### config.mk
export PLATFORM = sky130hd
export DESIGN_NAME = err_metric_acc
export DESIGN_NICKNAME = d
export VERILOG_FILES = /design/src/rtl/approx_mult_pkg.sv /design/src/rtl/err_dist_calc.sv /design/src/rtl/err_metric_acc.sv
export SDC_FILE = /design/constraint.sdc
export NUM_CORES = 1
export LEC_CHECK = 0
export ABC_AREA = 1
export CAP_MARGIN = 40
export CORE_AREA = 5 5 198 200
export DETAILED_ROUTE_END_ITERATION = 10
export DIE_AREA = 0 0 203 205
export GPL_ROUTABILITY_DRIVEN = 0
export SYNTH_ARGS = -nofsm -noshare
export SYNTH_HDL_FRONTEND = slang
export SYNTH_SLANG_ARGS = --single-unit
### constraint.sdc
create_clock -name clk -period 2 [get_ports clk]
set_input_delay 0.3 -clock clk [delete_from_list [all_inputs] [get_ports clk]]
set_output_delay 0.3 -clock clk [all_outputs]
set_load 0.02 [all_outputs]
### src/rtl/approx_mult_pkg.sv
// Shared widths and FSM encoding for the approximate-multiplier error metric block.
package approx_mult_pkg;

   localparam int DW_DEF = 8;
   localparam int PW_DEF = 2 * DW_DEF;
   localparam int CNT_W  = 16;
   localparam int SUM_W  = 32;
   localparam int SED_W  = 33;

   typedef enum logic [1:0] {
      IDLE,
      RUN,
      DRAIN,
      DONE
   } state_t;

endpackage

### src/rtl/err_dist_calc.sv
// Exact product and error distance for one sample, registered once.
// ERR_METRIC_SIGNED_ED_EN adds the signed error distance output.
module err_dist_calc
   import approx_mult_pkg::*;
#(
   parameter int DW = DW_DEF,
   localparam int PW = 2 * DW
)(
   input  logic          clk,
   input  logic          rst_n,
   input  logic          in_valid,
   input  logic [DW-1:0] a,
   input  logic [DW-1:0] b,
   input  logic [PW-1:0] apprx,
   output logic          out_valid,
   output logic [PW-1:0] exact,
   output logic [PW-1:0] ed_abs,
`ifdef ERR_METRIC_SIGNED_ED_EN
   output logic signed [PW:0] ed,
`endif
   output logic          mismatch,
   output logic          nonzero
);

   logic [PW-1:0] prod;
   logic [PW-1:0] mag;

   assign prod = PW'(a) * PW'(b);
   // Subtract in the order that cannot underflow.
   assign mag  = (prod >= apprx) ? (prod - apprx) : (apprx - prod);

`ifdef ERR_METRIC_SIGNED_ED_EN
   logic signed [PW:0] diff;
   assign diff = $signed({1'b0, prod}) - $signed({1'b0, apprx});
`endif

   always_ff @(posedge clk or negedge rst_n) begin
      if (!rst_n) begin
         out_valid <= 1'b0;
         exact     <= '0;
         ed_abs    <= '0;
         mismatch  <= 1'b0;
         nonzero   <= 1'b0;
      end else begin
         out_valid <= in_valid;
         if (in_valid) begin
            exact    <= prod;
            ed_abs   <= mag;
            mismatch <= (prod != apprx);
            nonzero  <= (prod != '0);
         end
      end
   end

`ifdef ERR_METRIC_SIGNED_ED_EN
   always_ff @(posedge clk or negedge rst_n) begin
      if (!rst_n) begin
         ed <= '0;
      end else if (in_valid) begin
         ed <= diff;
      end
   end
`endif

endmodule

### src/rtl/err_metric_acc.sv
// Run controller and error metric accumulators for an approximate multiplier.
// ERR_METRIC_SIGNED_ED_EN adds the signed error sum output sum_ed.
module err_metric_acc
   import approx_mult_pkg::*;
#(
   parameter int N_SAMPLES = 10000,
   parameter int DW = DW_DEF,
   localparam int PW = 2 * DW
)(
   input  logic          clk,
   input  logic          rst_n,
   input  logic          start,
   input  logic          sample_valid,
   output logic          sample_ready,
   input  logic [DW-1:0] dat_in_a,
   input  logic [DW-1:0] dat_in_b,
   input  logic [PW-1:0] apprx,
   output logic          busy,
   output logic          done,
   output logic [15:0]   err_count,
   output logic [31:0]   sum_ed_abs,
   output logic [PW-1:0] max_ed,
`ifdef ERR_METRIC_SIGNED_ED_EN
   output logic signed [32:0] sum_ed,
`endif
   output logic [15:0]   nz_count
);

   localparam logic [CNT_W-1:0] N_LIM = CNT_W'(N_SAMPLES);

   state_t           state;
   state_t           state_nxt;
   logic [CNT_W-1:0] acc_cnt;
   logic             xfer;
   logic             last_xfer;
   logic             clr;

   logic             s1_valid;
   logic [PW-1:0]    s1_exact;
   logic [PW-1:0]    s1_ed_abs;
   logic             s1_mismatch;
   logic             s1_nonzero;
`ifdef ERR_METRIC_SIGNED_ED_EN
   logic signed [PW:0] s1_ed;
`endif

   assign xfer      = sample_valid & sample_ready;
   assign last_xfer = xfer & (acc_cnt == N_LIM - 1'b1);

   always_comb begin
      state_nxt    = state;
      sample_ready = 1'b0;
      busy         = 1'b0;
      done         = 1'b0;
      clr          = 1'b0;
      unique case (state)
         IDLE: begin
            if (start) begin
               state_nxt = RUN;
               clr       = 1'b1;
            end
         end
         RUN: begin
            busy         = 1'b1;
            sample_ready = (acc_cnt < N_LIM);
            if (last_xfer) state_nxt = DRAIN;
         end
         DRAIN: begin
            busy      = 1'b1;
            // The final sample retires from stage 1 into the sums on this edge.
            state_nxt = DONE;
         end
         DONE: begin
            done = 1'b1;
            if (start) begin
               state_nxt = RUN;
               clr       = 1'b1;
            end
         end
         default: state_nxt = IDLE;
      endcase
   end

   always_ff @(posedge clk or negedge rst_n) begin
      if (!rst_n) begin
         state <= IDLE;
      end else begin
         state <= state_nxt;
      end
   end

   always_ff @(posedge clk or negedge rst_n) begin
      if (!rst_n) begin
         acc_cnt <= '0;
      end else if (clr) begin
         acc_cnt <= '0;
      end else if (xfer) begin
         acc_cnt <= acc_cnt + 1'b1;
      end
   end

   err_dist_calc #(
      .DW(DW)
   ) u_calc (
      .clk      (clk),
      .rst_n    (rst_n),
      .in_valid (xfer),
      .a        (dat_in_a),
      .b        (dat_in_b),
      .apprx    (apprx),
      .out_valid(s1_valid),
      .exact    (s1_exact),
      .ed_abs   (s1_ed_abs),
`ifdef ERR_METRIC_SIGNED_ED_EN
      .ed       (s1_ed),
`endif
      .mismatch (s1_mismatch),
      .nonzero  (s1_nonzero)
   );

   always_ff @(posedge clk or negedge rst_n) begin
      if (!rst_n) begin
         err_count  <= '0;
         sum_ed_abs <= '0;
         max_ed     <= '0;
         nz_count   <= '0;
      end else if (clr) begin
         err_count  <= '0;
         sum_ed_abs <= '0;
         max_ed     <= '0;
         nz_count   <= '0;
      end else if (s1_valid) begin
         if (s1_mismatch) err_count <= err_count + 1'b1;
         if (s1_nonzero)  nz_count  <= nz_count + 1'b1;
         sum_ed_abs <= sum_ed_abs + SUM_W'(s1_ed_abs);
         if (s1_ed_abs > max_ed) max_ed <= s1_ed_abs;
      end
   end

`ifdef ERR_METRIC_SIGNED_ED_EN
   always_ff @(posedge clk or negedge rst_n) begin
      if (!rst_n) begin
         sum_ed <= '0;
      end else if (clr) begin
         sum_ed <= '0;
      end else if (s1_valid) begin
         sum_ed <= sum_ed + SED_W'(s1_ed);
      end
   end
`endif

   logic unused_exact;
   assign unused_exact = ^s1_exact;

endmodule

==> impl_results.md, run 1 <==
- Static leakage: 0.00856 uW
- Register area share after synthesis: 26.6%
- Antenna violations before repair: 2
- Slowest cell on the critical path: fa_1
- CP Launch Type: input pin
- Worst EP required: approximately 2.3 ns
- Most used DFF post-synth: dfrtp_1
- Design area: 16700 um^2
- Fraction of registers with async set/reset: between 90% and 100%
- Critical path type: in2reg
- Synth Net Count: roughly 1.7k
- Ports: 119
- DIE WIDTH: 203 um
- Worst-skew pair later-pin latency: about 0.42 ns
- Diodes inserted: 0
- CP arrival: 5.02 ns
- Seq cells post-synth: 117
- Fin. max-slew vios: 0
- DRT Pass-1 Iters: 6
- CTS tree: built
- Crit-path max cell delay: 0.56 ns
- Number of vias in the routed layout: 11.2k
- Nets: 2099
- Clock tree sinks: approximately 120
- Root Buffer: clkbuf_16
- Actual slew at the worst max-slew pin: 0.575 ns
- Synthesized cell area: about 11000 um^2
- Min Hold Slack: 0.284 ns
- Relative slew slack: between 60% and 70%
- H-tree depth: 4
- Total negative slack: -44.41 ns
- ANT nets after route: 0
- Crit path top cell by count: nand2_1
- Clock-pin slew of the registers on the worst-case setup and hold paths: around 0.060 ns
- Fill cells: 3598
- First-pass GRT wire length: approximately 54000 um
- Final setup viols: 42
- Initial DRC count: just over 400
- Post-synth cell types: 51
- Num CTS Buffers: 17
- Share of layout cells above drive strength 1: 32.1%
- Largest net degree at the start of global routing: 63
- Max Freq: 213 MHz
- HPWL Detailed: 25400 um
- Hold Path Class: in2async
- Most common cell after layout, fill and taps aside: nand2_1
- YS warnings: 0
- Wirelength, routed: 33500 um
- Row count: 71
- Worst setup margin: -2.70 ns
- Peak supply drop: 1060 uV
- Via-per-instance ratio: about 4.7
- Final Hold Vio Count: 0
- Avg Inst Size Synth: 7.05 um^2
- Max_cap viols: 0
- Area Overhead vs Synth: 52.2%
- Die area: 41600 um^2
- Die Height: between 200 and 250 um
- CTS max path bufs: 2
- Starting Density: 29.5%
- Vias in the first global route: approximately 11k
- Clock Skew: approximately 0.012 ns
- Gr usage total: 15.5%
- Core Box Area: 37200 um^2
- Global route total overflow: 0
- Dpl cells: ~2.3k
- Syn Inst Count: 1559
- RSZ-0062 raised after global routing: true
- Final worst-path cycle share: 235%
- Port Buffers: 118
- Post-DP Area: 14400 um^2
- Finished Layout Cells: around 2.4k
- Status: finished, violations left
- Commonest non-fill, non-tap cells in the layout: nand2_1 (323), inv_1 (251), buf_4 (240), dfrtp_1 (111), clkdlybuf4s50_1 (98)
- Pwr/cell area: 1730 nW/um^2
- Max FO, Critical Path: 5
- Failing checks: negative setup slack
- Number of remaining DRC errors: 0
- Post-DR wirelength/cell: 13.9 um
- Final Critical Period: 4.70 ns
- EDFF count, synth: 0
- CP Capture Type: flip-flop
-- final cells by class --
class	count	area (um^2)	area share [%]
sequential	117	2940	17.5
clock buffer	21	460	2.75
multi-input combinational	1117	8150	48.7
tap	474	593	3.54
inverter	282	1080	6.43
clock inverter	11	125	0.747
timing repair buffer	386	3400	20.3
-- worst max-delay path: cells and delay by family --
kind / cells / cell delay, ns
compound gates: 2 / 0.37
xor+xnor: 1 / 0.19
fa+ha+maj: 6 / 2.48
buf+inv: 8 / 0.67
simple gates: 14 / 0.99
-- final timing paths --
kind	startpoint	endpoint	slack [ns]	cells after the start
worst max-delay path	dat_in_a[1]	u_calc.ed_abs[15]	-2.70	31
worst min-delay path	rst_n	max_ed[9]	0.28	2
worst max register to register	u_calc.ed_abs[0]	sum_ed_abs[24]	-0.11	13
worst min register to register	nz_count[15]	nz_count[15]	0.47	1
max in group asynchronous	rst_n	err_count[15]	1.12	3
min in group clk	nz_count[15]	nz_count[15]	0.47	1
-- flip-flops by register name (all words and copies together) (netlist names) --
signal / count
acc_cnt: 16
err_count: 16
max_ed: 16
nz_count: 16
state: 2
sum_ed_abs: 32
u_calc.ed_abs: 16
u_calc.mismatch: 1
u_calc.nonzero: 1
u_calc.out_valid: 1
-- routing by layer --
metal	track usage, %	vias to the layer above	part of all wire, %
li1	-	5674	-
met1	20.0	5253	44
met2	27.6	248	50
met3	1.95	59	3.9
met4	3.83	4	2.0
met5	0	-	0.072
-- Yosys cell counts (7+ instances only) --
cell | number | area [um^2]
nand2_1 | 414 | 1550
inv_1 | 276 | 1040
nor2_1 | 118 | 443
clkbuf_1 | 19 | 71.3
nand2_4 | 8 | 90.1
ha_1 | 103 | 1290
o21ai_0 | 71 | 355
xor2_1 | 24 | 210
nor3_1 | 22 | 110
nand4_1 | 25 | 156
o21bai_1 | 10 | 75.1
a21oi_1 | 91 | 455
dfrtp_1 | 117 | 2930
nand3_1 | 96 | 480
buf_2 | 7 | 35.0
a21o_1 | 11 | 82.6
nand3_2 | 7 | 70.1
fa_1 | 39 | 781
-- per-stage QoR --
stage                     util (%)  setup slack [ns]  total power [uW]
after CTS                     42.6             -2.80             26400
after floorplan                  -             -2.94             14000
after global routing          45.0             -2.95             31200
final                         45.0             -2.70             29000
after detailed placement      38.8             -3.76             20500
after global placement        38.8             -3.74             20300
-- power by group --
group	internal, uW	total (uW)	switching, uW
clock network	1900	3040	1140
logic	10500	22300	11800
registers	2950	3650	704
-- repair_timing --
item | in CTS | in global routing
pin swaps | 106 | 140
hold buffers | 1 | 0
gates cloned | 3 | 0
setup buffers | 30 | 24
endpoints found under the hold margin | 11 | 0
setup endpoints to repair | 60 | 71
gates resized for setup | 211 | 232
-- logic make-up after synthesis --
family	count (synthesis)	synth area share [%]
AO/OA/AOI/OAI	219	11.3
flip-flops	117	26.6
adder cells (fa/ha/maj)	142	18.8
AND/OR/NAND/NOR	728	29.2
XOR/XNOR	28	2.23
buffers and inverters	325	11.9
Note: power is estimated with default switching activity, not from simulation.
==> run 2, diff against run 1 <==
==> constraint.sdc (replaced) <==
create_clock -name clk -period 5.42 [get_ports clk]
set_input_delay 0.813 -clock clk [delete_from_list [all_inputs] [get_ports clk]]
set_output_delay 0.813 -clock clk [all_outputs]
set_load 0.02 [all_outputs]
==> impl_results.md, run 2 (synthesis gave the netlist of run 1 again) <==
- Status: completed
- Diodes inserted: 0 (unchanged)
- Initial DRC count: 461 (+14%)
- Row count: 71 (unchanged)
- Slowest cell on the critical path: fa_1
- Gr usage total: 14.5% (-0.97 points)
- Number of remaining DRC errors: 0 (unchanged)
- Fin. max-slew vios: 0 (unchanged)
- CTS max path bufs: 2 (unchanged)
- Clock-pin slew of the registers on the worst-case setup and hold paths: 0.06 ns (about the same)
- Largest Register: sum_ed_abs
- Antenna violations before repair: 0 (-2)
- Max reg flops: 32 (unchanged)
- Number of vias in the routed layout: 10.6k (-5.4%)
- Die area: 41600 um^2 (unchanged)
- CP Launch Type: input pin
- Most common cell after layout, fill and taps aside: nand2_1
- Nets: 1951 (-7.1%)
- DIE WIDTH: 203 um (unchanged)
- R2r setup slk: 2.64 ns (+2.75 ns)
- Global route total overflow: 0 (unchanged)
- Actual slew at the worst max-slew pin: 0.832 ns (+0.257 ns)
- Pwr/cell area: 611 nW/um^2 (-65%)
- Crit-path max cell delay: 0.52 ns (-0.04 ns)
- Final setup viols: 0 (-100%)
- Final worst-path cycle share: a little over nine tenths
- Num CTS Buffers: 17 (unchanged)
- ANT nets after route: 0 (unchanged)
- Worst setup margin: 0.0777 ns (+2.78 ns)
- Critical path type: in2reg
- Commonest non-fill, non-tap cells in the layout: nand2_1 (382), inv_1 (268), dfrtp_1 (117), buf_4 (108), nor2_1 (106)
- Worst r2r src: state[0]
- Peak supply drop: 342 uV (-68%)
- DRT Pass-1 Iters: 5 (-1)
- Relative slew slack: 44.5% (-17 points)
- Total power: 8950 uW (-69%)
- Cts hold-fix bufs: 0 (-1)
- Starting Density: 29.5% (unchanged)
- Die Height: 205 um (unchanged)
- First-pass GRT wire length: 50400 um (-6.4%)
- Worst EP required: 5.73 ns (+3.41 ns)
- Min Hold Slack: 0.313 ns (+0.0289 ns)
- Final core utilization: 39.4% (-5.6 points)
- Clock tree sinks: 117 (unchanged)
- Via-per-instance ratio: 4.71 (+0.83%)
- Final Critical Period: 5.34 ns
- Worst-skew pair later-pin latency: 0.42 ns (about the same)
- Max Freq: 187 MHz
- Post-DR wirelength/cell: 13.4 um (-3.4%)
- Pre-CTS setup slack: -0.940 ns (+2.82 ns)
- CP arrival: 5.65 ns (+0.63 ns)
- Port Buffers: 118 (unchanged)
- Largest net degree at the start of global routing: 74 (+17%)
- Root Buffer: clkbuf_16
- Max_cap viols: 0 (unchanged)
- Static leakage: 0.00760 uW (-11%)
- Hold Path Class: in2async
- H-tree depth: 4 (unchanged)
- Ports: 119 (unchanged)
- Total negative slack: 0 ns (+44.41 ns)
- Final Hold Vio Count: 0 (unchanged)
- Wirelength, routed: 30400 um (-9.4%)
- Core Box Area: 37200 um^2 (unchanged)
- Share of layout cells above drive strength 1: 17.4% (-15 points)
- CTS tree: built
- Max FO, Critical Path: 5 (unchanged)
- RSZ-0062 raised after global routing: true
- CP Capture Type: flip-flop
- HPWL Detailed: 24400 um (-4.1%)
- Area Overhead vs Synth: 33.2%
- Reg2Reg Depth: 8 (-5)
- Clock Skew: 0.0103 ns (-0.00179 ns)
- R2r endpoint: sum_ed_abs[8]
- Vias in the first global route: 10.5k (-5.4%)
[run 2: cell types whose count changed in the layout (fill, tap and decap cells not counted), sizes merged]
cell / change
clkbuf: +6
bufinv: -1
dlygate4sd3: -1
clkinv: -1
clkdlybuf4s15: -1
buf: -154
clkdlybuf4s50: +4
dlygate4sd2: -3
dlymetal6s2s: +2
inv: -1
clkinvlp: +2
[run 2: layout make-up]
type                       count  area (um^2)
fill                        3823        22600
multi-input combinational   1117         7310
sequential                   117         2930
timing repair buffer         238         2170
inverter                     282         1070
tap                          474          593
clock buffer                  22          494
clock inverter                10         96.3
[run 2: timing repair]
item / 4_1_cts / 5_1_grt
cloned: 1 / 0
endpoints found under the setup margin: 16 / 15
buffers inserted: 6 / 7
gates resized for setup: 64 / 95
pin swaps: 26 / 54
[run 2: worst max path at each step]
| stage | startpoint | end | slack (ns) | depth (start not counted) |
|---|---|---|---|---|
| 4_1_cts | dat_in_a[1] | u_calc.ed_abs[2] | 0.0002 | 30 |
| 6_report | dat_in_b[5] | u_calc.ed_abs[15] | 0.08 | 33 |
| 3_5_place_dp | dat_in_a[2] | u_calc.ed_abs[7] | -0.94 | 28 |
| 5_1_grt | dat_in_b[5] | u_calc.ed_abs[15] | -0.18 | 32 |
| 2_1_floorplan | dat_in_b[5] | u_calc.ed_abs[15] | -0.04 | 30 |
| 3_3_place_gp | dat_in_a[2] | u_calc.ed_abs[2] | -0.89 | 29 |
[run 2: routing by layer]
layer,vias up,GRT usage [%],part of all wire (%)
met5,-,0,0
met4,0,4.05,1.9
met1,4969,18.8,47
met3,47,1.87,3.8
li1,5381,-,-
met2,238,25.5,48
[run 2: worst max-delay path, delay by kind of cell]
family        cells  cell delay [ns]
simple gates     17             1.46
fa+ha+maj         6             2.57
buf+inv          10             0.80
[run 2: through the flow]
| stage | cell area [um^2] | instances |
|---|---|---|
| after floorplan | 11300 | 1559 |
| after CTS | 14400 | 2253 |
| after global placement | 13500 | 2212 |
| final | 14700 | 2260 |
| after detailed placement | 13500 | 2214 |
| after global routing | 14700 | 2260 |
[run 2: power breakdown]
| group | total (uW) | leakage, uW | switching (uW) | internal, uW |
|---|---|---|---|---|
| combinational | 6480 | 0.00575 | 3580 | 2900 |
| clock | 1110 | 0.000281 | 419 | 692 |
| sequential | 1360 | 0.00158 | 280 | 1080 |
==> run 3, diff against run 2 <==
--- a/config.mk
+++ b/config.mk
@@ -11,6 +11,7 @@
 export DETAILED_ROUTE_END_ITERATION = 10
 export DIE_AREA = 0 0 203 205
 export GPL_ROUTABILITY_DRIVEN = 0
+export SLEW_MARGIN = 20
 export SYNTH_ARGS = -nofsm -noshare
 export SYNTH_HDL_FRONTEND = slang
 export SYNTH_SLANG_ARGS = --single-unit
==> impl_results.md, run 3 (synthesis gave the netlist of run 1 again) <==
- Static leakage: 0.00761 uW (+0.13%)
- Relative slew slack: 55.8% (+11 points)
- Slowest cell on the critical path: fa_1
- Commonest non-fill, non-tap cells in the layout: nand2_1 (382), inv_1 (268), dfrtp_1 (117), buf_4 (108), nor2_1 (106)
- Peak supply drop: 342 uV (about the same)
- Ports: 119 (unchanged)
- Hold Path Class: in2async
- ANT nets after route: 0 (unchanged)
- Worst-skew pair later-pin latency: 0.42 ns (about the same)
- Total power: 8970 uW (+0.19%)
- Crit-path max cell delay: 0.52 ns (about the same)
- Port Buffers: 118 (unchanged)
- Final Critical Period: 5.35 ns (+0.00370 ns)
- Dpl cells: 2214 (unchanged)
- Max Freq: 187 MHz (about the same)
- Design area: 14700 um^2 (+0.14%)
- RSZ-0062 raised after global routing: true
- Clock tree sinks: 117 (unchanged)
- Final setup viols: 0 (unchanged)
- Clock Skew: 0.00865 ns (-0.00162 ns)
- Starting Density: 29.5% (unchanged)
- Num CTS Buffers: 17 (unchanged)
- CP bufs+invs: 10 (unchanged)
- Via-per-instance ratio: 4.70 (-0.19%)
- Post-DP Area: 13500 um^2 (unchanged)
- Wirelength, routed: 30300 um (-0.15%)
- Status: completed
- H-tree depth: 4 (unchanged)
- CP arrival: 5.66 ns (about the same)
- Initial DRC count: 418 (-9.3%)
- CP Capture Type: flip-flop
- Max FO, Critical Path: 5 (unchanged)
- Diodes inserted: 0 (unchanged)
- Share of layout cells above drive strength 1: 17.5% (+0.046 points)
- Die area: 41600 um^2 (unchanged)
- Antenna violations before repair: 0 (unchanged)
- Final worst-path cycle share: 98.6% (about the same)
- Largest delay share family, worst path: adder cells
- DIE WIDTH: 203 um (unchanged)
- Number of vias in the routed layout: 10.6k (-0.14%)
- Largest Register: sum_ed_abs
- CTS tree: built
- Pre-CTS setup slack: -0.940 ns (unchanged)
- HPWL Detailed: 24400 um (unchanged)
- Area Overhead vs Synth: 33.4%
- Max reg flops: 32 (unchanged)
- Fin. max-slew vios: 0 (unchanged)
- Worst Setup SP: dat_in_b[5]
- Largest net degree at the start of global routing: 74 (unchanged)
- First-pass GRT wire length: 50400 um (unchanged)
- Core Box Area: 37200 um^2 (unchanged)
- CTS max path bufs: 2 (unchanged)
- Total negative slack: 0 ns (unchanged)
- Number of remaining DRC errors: 0 (unchanged)
- Root Buffer: clkbuf_16
- Gr usage total: 14.5% (unchanged)
- Clock-pin slew of the registers on the worst-case setup and hold paths: 0.06 ns (about the same)
- Global route total overflow: 0 (unchanged)
- CP Launch Type: input pin
- Die Height: 205 um (unchanged)
- Max_cap viols: 0 (unchanged)
- Final Hold Vio Count: 0 (unchanged)
- Vias in the first global route: 10.5k (unchanged)
- Finished Layout Cells: 2261 (+0.044%)
- Worst r2r src: state[0]
- Most common cell after layout, fill and taps aside: nand2_1
- Post-DR wirelength/cell: 13.4 um (-0.20%)
- Worst setup margin: 0.0740 ns (-0.00370 ns)
- Row count: 71 (unchanged)
- Critical path type: in2reg
- Pwr/cell area: 611 nW/um^2 (about the same)
- Actual slew at the worst max-slew pin: 0.663 ns (-0.169 ns)
- Nets: 1952 (+0.051%)
- Worst EP required: 5.73 ns (about the same)
- DRT Pass-1 Iters: 5 (unchanged)
## run 3: power breakdown
part	internal (uW)	switching, uW
registers	1080	283
logic	2910	3580
clock network	692	417
total	4680	4280
## run 3: worst reg2reg max path, stage by stage (launching register included)
cell     delay [ns]
dfrtp_1        0.40
ha_1           0.36
nand2_4        0.22
buf_12         0.29
inv_1          0.13
nor2_1         0.46
inv_1          0.30
a21oi_1        0.19
o21ai_0        0.12
nand2_1        0.08
## run 3: stage by stage
step	hold slack [ns]	utilization, %
floorplan	0.449	-
global placement	0.456	36.2
detailed placement	0.464	36.4
CTS	0.311	38.7
global route	0.332	39.4
finish	0.314	39.4
## run 3: worst paths after layout
| kind | slack, ns | depth (start not counted) | to |
|---|---|---|---|
| worst max-delay path | 0.07 | 33 | u_calc.ed_abs[15] |
| worst min-delay path | 0.31 | 1 | max_ed[9] |
| worst max register to register | 2.81 | 9 | sum_ed_abs[8] |
| worst min register to register | 0.47 | 1 | err_count[15] |
| max in group asynchronous | 3.89 | 3 | max_ed[2] |
| min in group clk | 0.47 | 1 | err_count[15] |
## run 3: layer usage
metal / GRT usage, % / share of wire, % / up-vias
met2: 25.5 / 48 / 225
met4: 4.05 / 1.9 / 0
met5: 0 / 0 / -
li1: - / - / 5384
met3: 1.87 / 3.3 / 48
met1: 18.8 / 47 / 4963
## run 3: layout make-up
type / count / area, um^2
multi-input cells: 1117 / 7310
flip-flops and latches: 117 / 2930
clock inverters: 10 / 96.3
repair buffers: 239 / 2190
well taps: 474 / 593
fillers: 3821 / 22500
clock buffers: 22 / 494
inverters: 282 / 1070
## run 3: repair_timing
action,CTS,global route
buffers inserted,6,7
setup endpoints to repair,16,15
gates resized for setup,64,95
pin swaps,26,54
hold buffers,0,0
gates cloned,1,0
hold endpoints to repair,0,0
